## src/rtl/booth_seq_multiplier.sv

```systemverilog
// Iterative Booth multiplier producing a 2*WIDTH product as hi/lo halves.
// Radix-2 by default; defining BOOTH_RADIX4_EN selects radix-4 modified Booth (fewer iterations).
module booth_seq_multiplier #(
    parameter int WIDTH = 32,
    parameter int CNT_W = 6
) (
    input  logic             clock,
    input  logic             clear,
    input  logic             start,
    input  logic             signed_mode,
    input  logic             abort,
    input  logic [WIDTH-1:0] multiplicand,
    input  logic [WIDTH-1:0] multiplier,
    output logic             busy,
    output logic             done,
    output logic [WIDTH-1:0] hi,
    output logic [WIDTH-1:0] lo,
    output logic [1:0]       fsm_state
);

    // Handshake: start is taken only in IDLE, and the operands and mode are latched on that edge.
    // The hi/lo result is valid from the single done cycle and is held until the next operation
    // completes. abort in RUN returns to IDLE on the next edge without a done pulse.

`ifdef BOOTH_RADIX4_EN
    localparam int EXT_W = WIDTH + 2;
    localparam int ACC_W = EXT_W + 1;
    localparam int STEPS = (WIDTH + 2) / 2;
`else
    localparam int EXT_W = WIDTH + 1;
    localparam int ACC_W = EXT_W;
    localparam int STEPS = WIDTH + 1;
`endif
    localparam int PW = 2 * WIDTH;

    typedef enum logic [1:0] {
        IDLE = 2'd0,
        RUN  = 2'd1,
        DONE = 2'd2
    } state_t;

    state_t state_q;
    state_t state_d;

    logic [ACC_W-1:0] acc;
    logic [EXT_W-1:0] q_reg;
    logic             q_m1;
    logic [EXT_W-1:0] mcand;
    logic [CNT_W-1:0] cnt;

    logic [ACC_W-1:0] sum;
    logic [ACC_W-1:0] acc_nxt;
    logic [EXT_W-1:0] q_nxt;
    logic             q_m1_nxt;
    logic [PW-1:0]    product;
    logic             last_step;
    logic             ext_a;
    logic             ext_b;

    assign last_step = (cnt == CNT_W'(STEPS - 1));
    assign ext_a     = signed_mode & multiplicand[WIDTH-1];
    assign ext_b     = signed_mode & multiplier[WIDTH-1];

`ifdef BOOTH_RADIX4_EN
    logic [ACC_W-1:0] m_one;
    logic [ACC_W-1:0] m_two;

    // 2M is a one-bit left shift of the extended multiplicand; the extra accumulator bit absorbs it.
    assign m_one = {mcand[EXT_W-1], mcand};
    assign m_two = {mcand, 1'b0};

    always_comb begin
        sum = acc;
        case ({q_reg[1], q_reg[0], q_m1})
            3'b001, 3'b010: sum = acc + m_one;
            3'b011:         sum = acc + m_two;
            3'b100:         sum = acc - m_two;
            3'b101, 3'b110: sum = acc - m_one;
            default:        sum = acc;
        endcase
        acc_nxt  = {{2{sum[ACC_W-1]}}, sum[ACC_W-1:2]};
        q_nxt    = {sum[1:0], q_reg[EXT_W-1:2]};
        q_m1_nxt = q_reg[1];
    end
`else
    always_comb begin
        sum = acc;
        case ({q_reg[0], q_m1})
            2'b01:   sum = acc + mcand;
            2'b10:   sum = acc - mcand;
            default: sum = acc;
        endcase
        acc_nxt  = {sum[ACC_W-1], sum[ACC_W-1:1]};
        q_nxt    = {sum[0], q_reg[EXT_W-1:1]};
        q_m1_nxt = q_reg[0];
    end
`endif

    // Extension makes the upper product bits redundant; only the low 2*WIDTH are kept.
    assign product = PW'({acc_nxt, q_nxt});

    always_ff @(posedge clock or negedge clear) begin
        if (!clear) begin
            state_q <= IDLE;
        end else begin
            state_q <= state_d;
        end
    end

    always_comb begin
        state_d = state_q;
        case (state_q)
            IDLE: begin
                if (start) begin
                    state_d = RUN;
                end
            end
            RUN: begin
                if (abort) begin
                    state_d = IDLE;
                end else if (last_step) begin
                    state_d = DONE;
                end
            end
            DONE: begin
                state_d = IDLE;
            end
            default: begin
                state_d = IDLE;
            end
        endcase
    end

    assign busy      = (state_q == RUN);
    assign done      = (state_q == DONE);
    assign fsm_state = state_q;

    always_ff @(posedge clock or negedge clear) begin
        if (!clear) begin
            acc   <= '0;
            q_reg <= '0;
            q_m1  <= 1'b0;
            mcand <= '0;
            cnt   <= '0;
            hi    <= '0;
            lo    <= '0;
        end else begin
            if (state_q == IDLE && start) begin
                acc   <= '0;
                q_reg <= {{(EXT_W - WIDTH){ext_b}}, multiplier};
                q_m1  <= 1'b0;
                mcand <= {{(EXT_W - WIDTH){ext_a}}, multiplicand};
                cnt   <= '0;
            end else if (state_q == RUN && !abort) begin
                acc   <= acc_nxt;
                q_reg <= q_nxt;
                q_m1  <= q_m1_nxt;
                cnt   <= cnt + CNT_W'(1);
                if (last_step) begin
                    hi <= product[PW-1:WIDTH];
                    lo <= product[WIDTH-1:0];
                end
            end
        end
    end

endmodule
```

## config.mk

```make
export PLATFORM = sky130hd
export DESIGN_NAME = booth_seq_multiplier
export DESIGN_NICKNAME = d
export VERILOG_FILES = /design/src/rtl/booth_seq_multiplier.sv
export SDC_FILE = /design/constraint.sdc
export NUM_CORES = 1
export LEC_CHECK = 0
export ABC_AREA = 1
export CAP_MARGIN = 20
export CORE_MARGIN = 5
export CORE_UTILIZATION = 60
export CTS_CLUSTER_SIZE = 30
export DETAILED_ROUTE_END_ITERATION = 16
export DONT_BUFFER_PORTS = 1
export PLACE_DENSITY = 0.76
export SYNTH_ARGS = -nofsm -noshare
export SYNTH_HDL_FRONTEND = slang
export SYNTH_SLANG_ARGS = --single-unit
```

## constraint.sdc

```tcl
create_clock -name clock -period 3.72 [get_ports clock]
set_input_delay 1.116 -clock clock [delete_from_list [all_inputs] [get_ports clock]]
set_output_delay 1.116 -clock clock [all_outputs]
set_load 0.02 [all_outputs]
```

== Word level (Yosys, flattened, before mapping) ==
Cells that the tools add are included.
Operators by class
  add/sub/neg operators: 3
  equality and inequality tests: 7
  mux-type cells: 13
  bitwise operators: 3
  reduce and logical (&&, ||, !) cells: 7
Operators by type and width (count)
  two-way mux 33 bit: 4
  one-hot mux 33 bit (2 select lines): 1
  adder 33 bit: 1
  subtractor 33 bit: 1
  two-way mux 6 bit: 2
  adder 6 x 1 -> 6 bit, second input constant: 1
  == test 6 bit, second input constant: 1
  two-way mux 2 bit: 3
  == test 2 x 1 -> 1 bit, second input constant: 2
  == test 2 bit, second input constant: 2
  one-hot mux 2 bit (2 select lines): 1
  inequality test 3 x 2 -> 1 bit, second input constant: 1
  AND reduction 3 bit: 1
  AND 1 bit: 2
  logical AND 1 bit: 2
  logical NOT 2 bit: 1
  two-way mux 1 bit: 2
  inequality test 2 bit, second input constant: 1
  AND reduction 2 bit: 1
  nonzero test 2 bit: 1
  logical NOT 1 bit: 1
  NOT 1 bit: 1
Word-level totals
  flip-flop bits (word level): 172
  input bits: 69
  output and inout bits: 68
  word-level logic and storage cells: 41

== Depth between registers and ports, before layout ==
  depth after elaboration: 4
  mapped depth: 26
  mapped depth without buffers: 25

== Worst setup path before layout ==
No wires, ideal clock.
  path kind: reg2reg
  from: register q_reg[0]
  to: register acc[30]
  setup time: 118 ps
  arrival time: 2627 ps
  required time: 3602 ps
  setup slack: 975 ps
  cell stages (with the launch flop): 21
  buffers on the path: 2
  period minus slack after synthesis: 2745 ps
  cell sequence: dfrtp_1 ha_1 clkbuf_1 inv_1 clkbuf_1 o31ai_1 xnor2_1 inv_1 ha_1 nand2_1 inv_1 a21oi_1 nand2_1 nand2_1 nand2_1 nand2_1 nand2_1 nand2_1 nand3_1 nand3_1 nand2_1
Between the ends
  word-level cells in the longest chain between the ends: 4
  elaborated cells between the ends (all ways): 5
  those cells by class: eq/ne (2); mux (3)
RTL lines
  from (decl): line 46  | logic [EXT_W-1:0] q_reg;
  from (signal assigned): line 150  | q_reg <= {{(EXT_W - WIDTH){ext_b}}, multiplier};
  from (signal assigned): line 156  | q_reg <= q_nxt;
  == test 2 bit / == test 2 x 1 -> 1 bit (equally long branches): line 88  | case ({q_reg[0], q_m1})
  one-hot mux 33 bit (2 select lines) (*): line 88
  two-way mux 33 bit (*): line 154  | end else if (state_q == RUN && !abort) begin
  two-way mux 33 bit (*): line 148  | if (state_q == IDLE && start) begin
  to (signal assigned): line 155  | acc <= acc_nxt;
  to (decl): line 45  | logic [ACC_W-1:0] acc;
Mark *: on every way between the ends. The rest lies on a longest branch, timed or not. The select of a mux whose other input is x is not followed.
A chain may end at the register's enable or synchronous reset.

== Worst setup path after layout ==
  from: register mcand[4]
  to: register hi[23]
Between the ends
  word-level cells in the longest chain between the ends: 2
  elaborated cells between the ends (all ways): 3
  those cells by class: add/sub (2); mux (1)
RTL lines
  from (decl): line 48  | logic [EXT_W-1:0] mcand;
  from (signal assigned): line 152  | mcand <= {{(EXT_W - WIDTH){ext_a}}, multiplicand};
  subtractor 33 bit / adder 33 bit (equally long branches): line 90, 89
  one-hot mux 33 bit (2 select lines) (*): line 88
  to (signal assigned): line 160  | hi <= product[PW-1:WIDTH];
  to (decl): line 16  | output logic [WIDTH-1:0] hi,
Mark *: on every way between the ends. The rest lies on a longest branch, timed or not.

==> impl_results.md <==
* First-pass GRT wire length at 45,100 microns
* Area leader, netlist: dfrtp_1
* Crit Path Max Fanout at 4
* Die H at 141 microns
* GP Congestion at 0.967
* Routed Antenna Nets at 0
* Most used cell, CP: nand2_1
* Setup TNS at 0 ns
* Primary FF master, synth: dfrtp_1
* Synthesized Nets at 1,594
* Worst Hold Class: input port to async pin
* Synth top cells by count: nand2_1, inv_1, dfrtp_1
* Die width at 141 microns
* Via/cell ratio at 5.40
* Minimum clock period at 3.32 ns
* CP bufs+invs at 2
* Initial antenna violation count at 0
* Antenna diodes at 0
* Nets@finish at 1,579
* Clock transition at the registers of the reported paths at 0.08 ns
* Design area at 0.0112 sq mm
* Row count at 48
* Tot GR Track Use at 0.283
* Met3 Use GR at 0.0553
* Crit path max-delay cell type: dfrtp_1
* Post-CTS setup buffers at 0
* Buffers on Ports at 0
* CP Cell Sequence: inv_1 -> nand3_1 -> nor3_1 -> nand2_1 -> o31ai_2 -> xor2_1 -> inv_1 -> ha_1 -> nand2_1 -> nor2_1 -> and2_1 -> nand2_1 -> nand2_1 -> nand2_1 -> nand3_1 -> nand3_1 -> nand3_1 -> nand2_1
* Worst slew pin tran at 0.838 ns
* Via count at 9,232
* Setup crit start kind: register
* YS warnings at 0
* Area contributors post-synth: dfrtp_1, nand2_1, inv_1, nand3_1, ha_1
* Total power at 9.54 mW
* Drt drc at 0
* Count leader, synth: nand2_1
* Max-cap violation count at 0
* Slew Limit Fails at 0
* Clock Latency Late Sink at 0.44 ns
* P_leak at 6.18 nW
* Mapped Cells at 1,488
* Worst path required time at 4.05 ns
* Worst Path Class, Setup: register to register
* FFs w/ async S/R, synth at 1.00
* Post-synth cell types at 35
* Met1 GRT Util at 0.417
* Io pins at 137
* CTS tree: built
* Syn avg cell area at 6.96 sq um
* Mapped cell area at 0.0104 sq mm
* Core area at 0.0171 sq mm
* Peak VDD IR at 0.000434 V
* Root Buffer: clkbuf_16
* Largest net degree at the start of global routing at 172
* FF+latch count, synth at 171
* EDFF count, synth at 0
* Filler instances at 1,548
* Share of the synthesized area in the top cell type at 0.413
* WP data arrival at 3.65 ns
* DP Cell Count at 1,679
* Final hold vios at 0
* H-tree depth at 4
* Initial drt markers at 659
* Cell area power density at 852 mW/mm^2
* Number of global-route vias before repair at 8,583
* WL per Instance at 16.2 microns
* P&R area growth vs syn at 8.04%
* Clk_skew at 0.0112 ns
* Die Area at 0.0200 sq mm
* Drt pass-1 iters at 5
* Seq/Total Area, Yosys at 0.413
* RSZ-0062 raised after global routing: false
* Clock Path Buffers at 2
* Tcrit/Tclk final at 0.894
* Most Crowded Layer GR: met2
* Share of layout cells above drive strength 1 at 0.0471
* Hold_buf cts at 0
* Clock sink total at 171
* Placed Area at 0.0106 sq mm
* Num CTS Buffers at 17
* Met2 Usage GRT at 0.428
* Slowest cell delay on critical path at 0.41 ns
* Worst relative slew slack at 0.440
* Initial core utilization at 0.605
* Non-Filler Instances at 1,711
* Count of final setup violators at 0
* Cts repair resizes at 0
* Family with the most delay on the worst path: simple AND/OR/NAND/NOR gates
* CP endpoint kind: register
* HPWL Detailed at 20,200 microns
* Status: complete, no violations
* FMAX at 301 MHz
* Total routed wirelength at 27,700 microns
* Global route total overflow at 0
==> logic make-up (layout without fill, tap and decap cells) <==
family                   Yosys count  in the layout  synth area share
XOR/XNOR                          41             41            0.0347
multiplexers                       5              5           0.00483
buffers and inverters            263            261            0.0976
flip-flops                       171            171             0.413
adder cells (fa/ha/maj)           37             37            0.0454
AND/OR/NAND/NOR                  819            819             0.319
AO/OA/AOI/OAI                    152            152            0.0853
==> layout by cell type, fill, tap and decap left out, types with 2 or more instances in the layout <==
master and instances:
nand4_1 3, nor4_1 3, nand3b_1 2, or2_2 14, clkinvlp_4 2, nor2_2 3, nor3_1 13, o21ai_0 51
clkbuf_16 17, buf_4 12, inv_2 4, o31ai_1 2, dfrtp_1 171, o211ai_1 39, and2_1 2, a21oi_1 27
nor2_1 72, and3_1 2, inv_8 5, nand2_1 606, buf_12 2, inv_1 211, ha_1 36, clkinv_8 5
xnor2_1 10, mux2i_1 5, xor2_1 31, o22ai_1 2, o21ai_1 26, nand3_1 96
==> area by class of cell <==
class,instances,area (sq um),area share
tap,225,282,0.0252
multi-input combinational,1054,5070,0.453
inverter,215,807,0.0721
sequential,171,4280,0.382
clock buffer,18,429,0.0383
timing repair buffer,14,130,0.0116
clock inverter,14,191,0.0171
==> per-stage QoR <==
step / hold WS (ns) / util / setup slack [ns]
after floorplan: 0.449 / - / 0.975
after global routing: 0.345 / 0.654 / 0.000757
after global placement: 0.460 / 0.618 / 0.442
after detailed placement: 0.466 / 0.618 / 0.413
final: 0.360 / 0.654 / 0.396
after CTS: 0.349 / 0.654 / 0.396
==> layer usage <==
layer	vias up	share of wire
met1	4296	0.47
li1	4590	-
met4	0	0.020
met3	43	0.065
met2	303	0.45
met5	-	0
==> final timing paths <==
check | endpoint | slack, ns | startpoint | depth (start not counted)
min reg2reg | lo[20]$_DFFE_PN0P_ | 0.49 | q_reg[21]$_DFFE_PN0P_ | 2
min in group clock | lo[20]$_DFFE_PN0P_ | 0.49 | q_reg[21]$_DFFE_PN0P_ | 2
min | lo[16]$_DFFE_PN0P_ | 0.36 | clear | 0
max in group asynchronous | mcand[26]$_DFFE_PN0P_ | 3.15 | clear | 0
max | hi[23]$_DFFE_PN0P_ | 0.40 | mcand[4]$_DFFE_PN0P_ | 18
max reg2reg | hi[23]$_DFFE_PN0P_ | 0.40 | mcand[4]$_DFFE_PN0P_ | 18
==> report_power, final <==
part	internal (mW)	switching, mW
sequential	2.35	0.568
clock	0.974	0.889
combinational	1.59	3.16
total	4.92	4.62
==> worst reg2reg max path, cell delays in order, from the launching register on <==
cell     delay (ns)
dfrtp_1        0.41
inv_1          0.15
nand3_1        0.16
nor3_1         0.22
nand2_1        0.11
o31ai_2        0.31
xor2_1         0.20
inv_1          0.12
ha_1           0.36
nand2_1        0.09
nor2_1         0.18
and2_1         0.15
nand2_1        0.05
nand2_1        0.16
nand2_1        0.11
nand3_1        0.09
nand3_1        0.16
nand3_1        0.13
nand2_1        0.05
Power figures use the tool's default switching activity.
